--- src/rtl/uart_rx_frame_ctrl.sv ---
// rtl/uart_rx_frame_ctrl.sv - UART receive frame controller (SYNC, LEN, payload, XOR checksum)
module uart_rx_frame_ctrl #(
   parameter int CLKS_PER_BIT = 217,
   parameter int MAX_LEN      = 16,
   parameter int TIMEOUT_CLKS = 10*10*CLKS_PER_BIT
) (
   input  logic       Clock_i,
   input  logic       Reset_i,
   input  logic       RX_Receive_i,
   input  logic [7:0] RX_Data_i,
   input  logic [3:0] Read_Addr_i,
   output logic [7:0] Read_Data_o,
   output logic       Frame_Valid_o,
   output logic       Frame_Error_o,
   output logic [1:0] Error_Code_o,
   output logic [4:0] Frame_Length_o,
   output logic       Busy_o
);

   localparam int AW = (MAX_LEN > 1) ? $clog2(MAX_LEN) : 1;
   localparam int TW = $clog2(TIMEOUT_CLKS + 1);
   localparam logic [7:0] SYNC    = 8'hA5;
   localparam logic [7:0] LEN_MAX = 8'(MAX_LEN);
   // Counter reads 0 the cycle after a strobe, so expiring at this value
   // puts the error pulse TIMEOUT_CLKS-1 cycles after the last strobe.
   localparam logic [TW-1:0] TO_LAST = TW'(TIMEOUT_CLKS - 3);

   typedef enum logic [1:0] {S_IDLE, S_LENGTH, S_PAYLOAD, S_CHECKSUM} state_t;

   state_t          state_q, state_d;
   logic [4:0]      len_q, len_d;
   logic [4:0]      widx_q, widx_d;
   logic [4:0]      flen_q, flen_d;
   logic [7:0]      chk_q, chk_d;
   logic [TW-1:0]   tcnt_q, tcnt_d;
   logic            valid_q, valid_d;
   logic            error_q, error_d;
   logic [1:0]      ecode_q, ecode_d;
   logic            wr_en, commit, timeout;
   logic [7:0]      wbuf_q [MAX_LEN];
   logic [7:0]      obuf_q [MAX_LEN];

   always_comb begin
      state_d = state_q;
      len_d   = len_q;
      widx_d  = widx_q;
      chk_d   = chk_q;
      flen_d  = flen_q;
      tcnt_d  = '0;
      valid_d = 1'b0;
      error_d = 1'b0;
      ecode_d = ecode_q;
      wr_en   = 1'b0;
      commit  = 1'b0;
      timeout = (tcnt_q == TO_LAST);
      if (state_q != S_IDLE && !RX_Receive_i) tcnt_d = tcnt_q + TW'(1);
      case (state_q)
         S_IDLE: begin
            if (RX_Receive_i && RX_Data_i == SYNC) state_d = S_LENGTH;
         end
         S_LENGTH: begin
            if (RX_Receive_i) begin
               if (RX_Data_i != 8'd0 && RX_Data_i <= LEN_MAX) begin
                  len_d   = RX_Data_i[4:0];
                  chk_d   = RX_Data_i;
                  widx_d  = 5'd0;
                  state_d = S_PAYLOAD;
               end else begin
                  error_d = 1'b1;
                  ecode_d = 2'b01;
                  state_d = S_IDLE;
               end
            end else if (timeout) begin
               error_d = 1'b1;
               ecode_d = 2'b11;
               state_d = S_IDLE;
            end
         end
         S_PAYLOAD: begin
            if (RX_Receive_i) begin
               wr_en  = 1'b1;
               chk_d  = chk_q ^ RX_Data_i;
               widx_d = widx_q + 5'd1;
               if (widx_q == len_q - 5'd1) state_d = S_CHECKSUM;
            end else if (timeout) begin
               error_d = 1'b1;
               ecode_d = 2'b11;
               state_d = S_IDLE;
            end
         end
         S_CHECKSUM: begin
            if (RX_Receive_i) begin
               state_d = S_IDLE;
               if (RX_Data_i == chk_q) begin
                  commit  = 1'b1;
                  valid_d = 1'b1;
                  flen_d  = len_q;
               end else begin
                  error_d = 1'b1;
                  ecode_d = 2'b10;
               end
            end else if (timeout) begin
               error_d = 1'b1;
               ecode_d = 2'b11;
               state_d = S_IDLE;
            end
         end
         default: state_d = S_IDLE;
      endcase
      if (state_d == S_IDLE) tcnt_d = '0;
   end

   always_ff @(posedge Clock_i) begin
      if (Reset_i) begin
         state_q <= S_IDLE;
         len_q   <= 5'd0;
         widx_q  <= 5'd0;
         flen_q  <= 5'd0;
         chk_q   <= 8'd0;
         tcnt_q  <= '0;
         valid_q <= 1'b0;
         error_q <= 1'b0;
         ecode_q <= 2'b00;
         for (int i = 0; i < MAX_LEN; i++) obuf_q[i] <= 8'h00;
      end else begin
         state_q <= state_d;
         len_q   <= len_d;
         widx_q  <= widx_d;
         flen_q  <= flen_d;
         chk_q   <= chk_d;
         tcnt_q  <= tcnt_d;
         valid_q <= valid_d;
         error_q <= error_d;
         ecode_q <= ecode_d;
         if (commit) begin
            for (int i = 0; i < MAX_LEN; i++)
               obuf_q[i] <= (5'(i) < len_q) ? wbuf_q[i] : 8'h00;
         end
      end
   end

   // Working buffer needs no reset: only bytes below LEN are ever committed.
   always_ff @(posedge Clock_i) begin
      if (wr_en) wbuf_q[widx_q[AW-1:0]] <= RX_Data_i;
   end

   always_comb begin
      Read_Data_o = 8'h00;
      if ({1'b0, Read_Addr_i} < 5'(MAX_LEN)) Read_Data_o = obuf_q[Read_Addr_i[AW-1:0]];
   end

   assign Frame_Valid_o  = valid_q;
   assign Frame_Error_o  = error_q;
   assign Error_Code_o   = ecode_q;
   assign Frame_Length_o = flen_q;
   assign Busy_o         = (state_q != S_IDLE);

endmodule

--- config.mk ---
export PLATFORM = sky130hd
export DESIGN_NAME = uart_rx_frame_ctrl
export DESIGN_NICKNAME = d
export VERILOG_FILES = /design/src/rtl/uart_rx_frame_ctrl.sv
export SDC_FILE = /design/constraint.sdc
export NUM_CORES = 1
export LEC_CHECK = 0
export ABC_AREA = 1
export BUFFER_PORTS_ARGS = -buffer_cell sky130_fd_sc_hd__buf_4
export CORE_MARGIN = 2
export CORE_UTILIZATION = 62
export CTS_CLUSTER_DIAMETER = 50
export DETAILED_ROUTE_END_ITERATION = 16
export GPL_TIMING_DRIVEN = 0
export HOLD_SLACK_MARGIN = 0.12
export PLACE_DENSITY = 0.79
export SLEW_MARGIN = 20
export SYNTH_ARGS = -nofsm -noshare
export SYNTH_HDL_FRONTEND = slang
export SYNTH_SLANG_ARGS = --single-unit
--- constraint.sdc ---
create_clock -name Clock_i -period 6.8 [get_ports Clock_i]
set_clock_uncertainty 0.05 [all_clocks]
set_input_delay 1.36 -clock Clock_i [delete_from_list [all_inputs] [get_ports Clock_i]]
set_output_delay 1.36 -clock Clock_i [all_outputs]
set_load 0.1 [all_outputs]
==> impl_metrics.toml, run 1 <==
[status]
status = "finished, final reports clean"

[worst_setup_path]
crit_type = "in -> out"
r2r_slack_ns = 4.22
required_ns = 5.39
slowest_delay_ns = 0.38
rr_worst_depth = 10
cp.arrival_ns = 3.30
crit_buf_inv = 4
reg2reg_to = "obuf_q[7][6]"
critPathLaunchType = "input pin"
cpMaxStageDelayCell = "buf_2"
cpLargestDelayFamily = "buffers and inverters"
path_max_fanout = 10
cp-end-kind = "output port"
cp_cell_sequence = "buf_2 -> buf_4 -> buf_2 -> mux2i_1 -> o211ai_1 -> o211ai_1 -> nand2_1 -> buf_4"
r2r-start = "chk_q[5]"

[timing]
setup_violations = 0
max_clock_freq_ghz = 0.212
rsz0062_at_grt = "no"
slew_headroom_pct = 38.3
worst_pin_slew_ns = 0.921
fin_crit_ns = 4.71
fin_crit_sh_pct = 69.3
drv_slew = 0
final_hold_viol_count = 0

[pwr]
pwr-share-seq_pct = 51.9
internal-power_mw = 3.06
ir_drop_uv = 247
pwr-share-clk_pct = 43.0
comb_power_share_pct = 5.1
p_sw_uw = 840
p_leak_nw = 5.82
power_switching_share_pct = 21.5
power.density_mw_per_mm2 = 273

[yosys]
synth.top_cell.area_share_pct = 60.8
yosys-top-cells-area = "edfxtp_1, dfxtp_1, inv_1"
yosysWarnings = 0
synth_cell_types = 32
syn-num-nets = 1168
seq_area_frac_synth_pct = 67.8
ys_ff_latch = 300
yosys.area.top_type = "edfxtp_1"
synth_area_per_cell_sq_um = 11.0
syn_inst = 1145
syn_area_sq_mm = 0.0126

[drt]
dr.first_iter.drc_count = 803
vias = 8280
viasPerCell = 5.51
remaining_drc_errors = 0
first_pass_iters = 5
wl_per_cell_um = 19.1
antenna_left = 0
wirelength_mm = 28.7

[global_routing]
grt_pass1_vias = 8028
grt_pass1_wl_mm = 44.1
antenna_found_initial = 0
overflow = 0
grt_usage_pct = 27.2
grt_max_degree = 63

[clock_network]
clockBufferDepth = 3
ctsHoldBuffers = 0
numClockSinks = 300
cts_tree = "built"
clkTransAtPathRegs_ns = 0.06
htreeDepth = 1
post_cts_buffers = 0
cts-root-buf = "clkbuf_16"
cts_resized = 0
insertion_delay_ns = 0.56
numCtsBuffers = 30

[min_path]
hold_start = "tcnt_q[0]"
whs_endpoint = "tcnt_q[0]"
hold_path.class = "reg -> reg"
whs_path_depth = 1

[floorplan]
dieHeight_um = 147
fp.dieW_um = 147
dieArea_sq_mm = 0.0215
fp-row-count = 52
ioPinCount = 33
core_sq_mm = 0.0201
start_util_pct = 62.9

[flow_run]
cap_viol_max_count = 0

[finish]
n_fill_cell = 1363
antenna_cells = 0
ff_latch_area_sq_mm = 0.00857
final_common_cell = "edfxtp_1"
areaGrowthSynthToFinish_pct = 13.0
drive_gt1_share_pct = 9.09
fin_util_pct = 71.0
final_cell_mix = "edfxtp_1, inv_1, nor2_1"
final_nets = 1231
final_cells = 1502
multi_input_area_sq_mm = 0.00314

[placement]
dpl.hpwl_mm = 18.5
numPortBuffers = 29
gp_congestion = 0.971
dp_cells = 1446
-- cell families (layout without fill, tap and decap cells) --
kind of cell               after synthesis  count (layout)  share of synthesized area, %
buffers and inverters                  242             329                          7.44
xor gates and xnor gates                20              20                          1.39
AOI/OAI and AO/OA                      155             155                          6.91
and+or+nand+nor                        388             388                          13.1
adders and majority gates                8               8                         0.792
DFF                                    300             300                          67.8
muxes                                   32              32                          2.53
-- registers in the layout, indices dropped and copies added (netlist names) --
register        cells
Frame_Error_o       1
chk_q               8
Frame_Valid_o       1
obuf_q            128
widx_q              5
Error_Code_o        2
wbuf_q            128
len_q               5
state_q             2
Frame_Length_o      5
tcnt_q             15
-- how the worst max path moves through the flow --
| stage | cells after the start | to | start | slack (ns) |
|---|---|---|---|---|
| detailed placement | 8 | Read_Data_o[4] | Read_Addr_i[0] | 2.13 |
| CTS | 8 | Read_Data_o[4] | Read_Addr_i[0] | 2.12 |
| global route | 8 | Read_Data_o[4] | Read_Addr_i[0] | 2.02 |
| floorplan | 7 | obuf_q[0][0] | RX_Data_i[1] | 1.45 |
| finish | 8 | Read_Data_o[2] | Read_Addr_i[0] | 2.09 |
| global placement | 9 | obuf_q[7][0] | RX_Data_i[4] | -0.12 |
-- cells in the mapped netlist (all sizes together) --
master and count:
edfxtp 256, inv 208, nor2 191, nand2 121
o21ai 62, a21oi 53, dfxtp 44, nand3 42
o211ai 36, mux2i 32, nor3 23, clkbuf 19
buf 14, xnor2 11, nand4 9, xor2 9
ha 8, a22oi 2, and2 2, a31oi 1
clkinv 1, o22ai 1
-- cell type report --
| type | instances | area share [%] |
|---|---|---|
| Buffer | 33 | 1.05 |
| Clock buffer | 46 | 6.39 |
| Clock inverter | 10 | 0.806 |
| Inverter | 209 | 5.53 |
| Multi-Input combinational cell | 603 | 22.0 |
| Sequential cell | 300 | 60.0 |
| Tap cell | 270 | 2.37 |
| Timing Repair Buffer | 31 | 1.91 |
-- routing by layer --
metal	GRT usage [%]	wire length, um	vias to the layer above
met3	4.25	2310	60
met2	45.5	14100	336
li1	-	-	3940
met4	9.03	812	0
met1	37.1	11500	3944
met5	0	0	-
-- metrics by stage --
step | TNS, ns | power, mW | hold WS (ns) | setup WS [ns] | cell area (sq um)
after floorplan | 0 | 2.18 | 0.408 | 1.45 | 12600
after global placement | -13.37 | 2.26 | 0.430 | -0.117 | 13200
after detailed placement | 0 | 2.26 | 0.435 | 2.13 | 13300
after CTS | 0 | 3.91 | 0.446 | 2.12 | 14300
after global routing | 0 | 4.00 | 0.468 | 2.02 | 14300
final | 0 | 3.90 | 0.442 | 2.09 | 14300
-- power groups by stage --
stage               Clock, mW  Sequential (mW)  Combinational (mW)
finish                   1.68             2.02               0.199
floorplan                   0             2.07               0.116
CTS                      1.69             2.02               0.196
global placement            0             2.07               0.189
global route             1.76             2.03               0.209
detailed placement          0             2.06               0.196
Power figures use the tool's default switching activity.
==> run 2, diff against run 1 <==
--- a/config.mk
+++ b/config.mk
@@ -5,7 +5,7 @@
 export SDC_FILE = /design/constraint.sdc
 export NUM_CORES = 1
 export LEC_CHECK = 0
-export ABC_AREA = 1
+export ABC_AREA = 0
 export BUFFER_PORTS_ARGS = -buffer_cell sky130_fd_sc_hd__buf_4
 export CORE_MARGIN = 2
 export CORE_UTILIZATION = 62
==> constraint.sdc (replaced) <==
create_clock -name Clock_i -period 4.89 [get_ports Clock_i]
set_clock_uncertainty 0.05 [all_clocks]
set_input_delay 0.978 -clock Clock_i [delete_from_list [all_inputs] [get_ports Clock_i]]
set_output_delay 0.978 -clock Clock_i [all_outputs]
set_load 0.1 [all_outputs]
==> impl_metrics.toml, run 2 <==
[yosys]
async_flop_share_pct = 0
synth_cell_types = 50
synthTopCellsByCount = "edfxtp_1, and2_1, dfxtp_1"
syn_area_sq_mm = 0.0121
synth_edf_count = 256
ys.flop_type = "edfxtp_1"
seq_area_frac_synth_pct = 70.8
synth.top_cell.area_share_pct = 63.5
yosys.area.top_type = "edfxtp_1"
syn-num-nets = 789
synth_most_common_cell = "edfxtp_1"
ys_ff_latch = 300
yosysWarnings = 0
yosys-top-cells-area = "edfxtp_1, mux4_2, dfxtp_1"
synth_area_per_cell_sq_um = 15.8
syn_inst = 766

[clock_network]
htreeDepth = 1
insertion_delay_ns = 0.55
clkTransAtPathRegs_ns = 0.06
cts_resized = 0
cts_tree = "built"
clockBufferDepth = 3
cts-root-buf = "clkbuf_16"
ctsHoldBuffers = 0
numCtsBuffers = 30
numClockSinks = 300
post_cts_buffers = 0

[global_routing]
grt_pass1_wl_mm = 38.5
grt_pass1_vias = 6732
antenna_found_initial = 0
overflow = 0
grt_usage_pct = 25.4
grt_max_degree = 65

[worst_setup_path]
path_max_fanout = 10
crit_top_cell = "mux4_2"
crit_buf_inv = 3
critPathLaunchType = "input pin"
cp-end-kind = "output port"
slowest_delay_ns = 0.60
cpLargestDelayFamily = "multiplexers"
required_ns = 3.86
cp_cell_sequence = "clkbuf_1 -> buf_2 -> mux4_2 -> mux4_2 -> buf_4"
cp.arrival_ns = 3.09
crit_type = "in -> out"
cpMaxStageDelayCell = "mux4_2"

[placement]
numPortBuffers = 28
dpl.hpwl_mm = 15.6
place_area_sq_mm = 0.0127
pre_cts_slack_ns = 0.748
dp_cells = 1061
gp_congestion = 0.885

[finish]
final_nets = 851
final_common_cell = "edfxtp_1"
drive_gt1_share_pct = 17.0
final_area_sq_mm = 0.0137
antenna_cells = 0
n_fill_cell = 1200
areaGrowthSynthToFinish_pct = 13.2
final_cell_mix = "edfxtp_1, and2_1, dfxtp_1"
final_cells = 1116
fin_util_pct = 70.9

[floorplan]
dieHeight_um = 144
fp.dieW_um = 144
start_util_pct = 62.6
ioPinCount = 33
core_sq_mm = 0.0193
dieArea_sq_mm = 0.0206
fp-row-count = 51

[timing]
timing.hold.ws_ns = 0.446
setup_violations = 0
worst_pin_slew_ns = 0.903
setup_tns_ns = 0
slew_headroom_pct = 39.7
final_hold_viol_count = 0
fin_crit_ns = 4.12
fin_crit_sh_pct = 84.3
drv_slew = 0
max_clock_freq_ghz = 0.243
fin_ws_ns = 0.768
rsz0062_at_grt = "no"

[drt]
viasPerCell = 5.94
dr.first_iter.drc_count = 588
first_pass_iters = 5
remaining_drc_errors = 0
antenna_left = 0
wl_per_cell_um = 22.4
wirelength_mm = 25.0
vias = 6627

[pwr]
p_leak_nw = 4.68
ir_drop_uv = 299
finalPower_mw = 5.32
power.density_mw_per_mm2 = 388

[min_path]
hold_path.class = "reg -> reg"

[flow_run]
cap_viol_max_count = 0

[status]
status = "finished, final reports clean"
run 2: cell count changes after synthesis, moves of 15 or more:
cell / before / now
inv_1: 206 / 11
nor2_1: 184 / 42
and2_1: 2 / 121
nand2_1: 113 / 32
o21ai_0: 58 / 7
mux4_2: 0 / 40
o211ai_1: 36 / 2
a21oi_1: 53 / 24
nand3_1: 41 / 13
mux2i_1: 32 / 6
and3_1: 0 / 15
run 2: final timing paths:
kind                                     start             end  slack (ns)  cells past startpoint
worst max register to register      state_q[1]    wbuf_q[8][6]        2.22                      5
worst min-delay path                 tcnt_q[0]       tcnt_q[0]        0.45                      1
worst max-delay path            Read_Addr_i[0]  Read_Data_o[5]        0.77                      5
worst min register to register       tcnt_q[0]       tcnt_q[0]        0.45                      1
run 2: kinds of logic after synthesis:
kind of cell | after synthesis | share of synthesized area, %
XOR/XNOR | 30 | 2.17
buffers and inverters | 44 | 1.53
multiplexers | 46 | 7.94
adder cells (fa/ha/maj) | 8 | 0.827
AND/OR/NAND/NOR | 286 | 13.7
AO/OA/AOI/OAI | 52 | 2.97
flip-flops | 300 | 70.8
run 2: routing by layer:
metal  part of all wire (%)  GRT usage, %  vias up
li1                       -             -     2998
met1                     41          34.8     3340
met2                     52          43.4      259
met3                    5.6          3.33       30
met4                    1.7          6.91        0
met5                      0             0        -
run 2: area by class of cell:
type                       instances  area, sq um  share of cell area (%)
multi-input combinational        422         3370                    24.6
clock inverter                    21          191                    1.40
clock buffer                      34          787                    5.74
buffer                            33          144                    1.05
sequential                       300         8570                    62.5
timing repair buffer              30          265                    1.94
inverter                          11         41.3                   0.301
tap                              265          332                    2.42
run 2: report_power, final:
group	total, mW	internal (mW)	leakage (nW)	switching, mW
sequential	2.82	2.80	2.83	0.0112
clock	2.26	1.31	0.475	0.943
combinational	0.245	0.0761	1.38	0.169
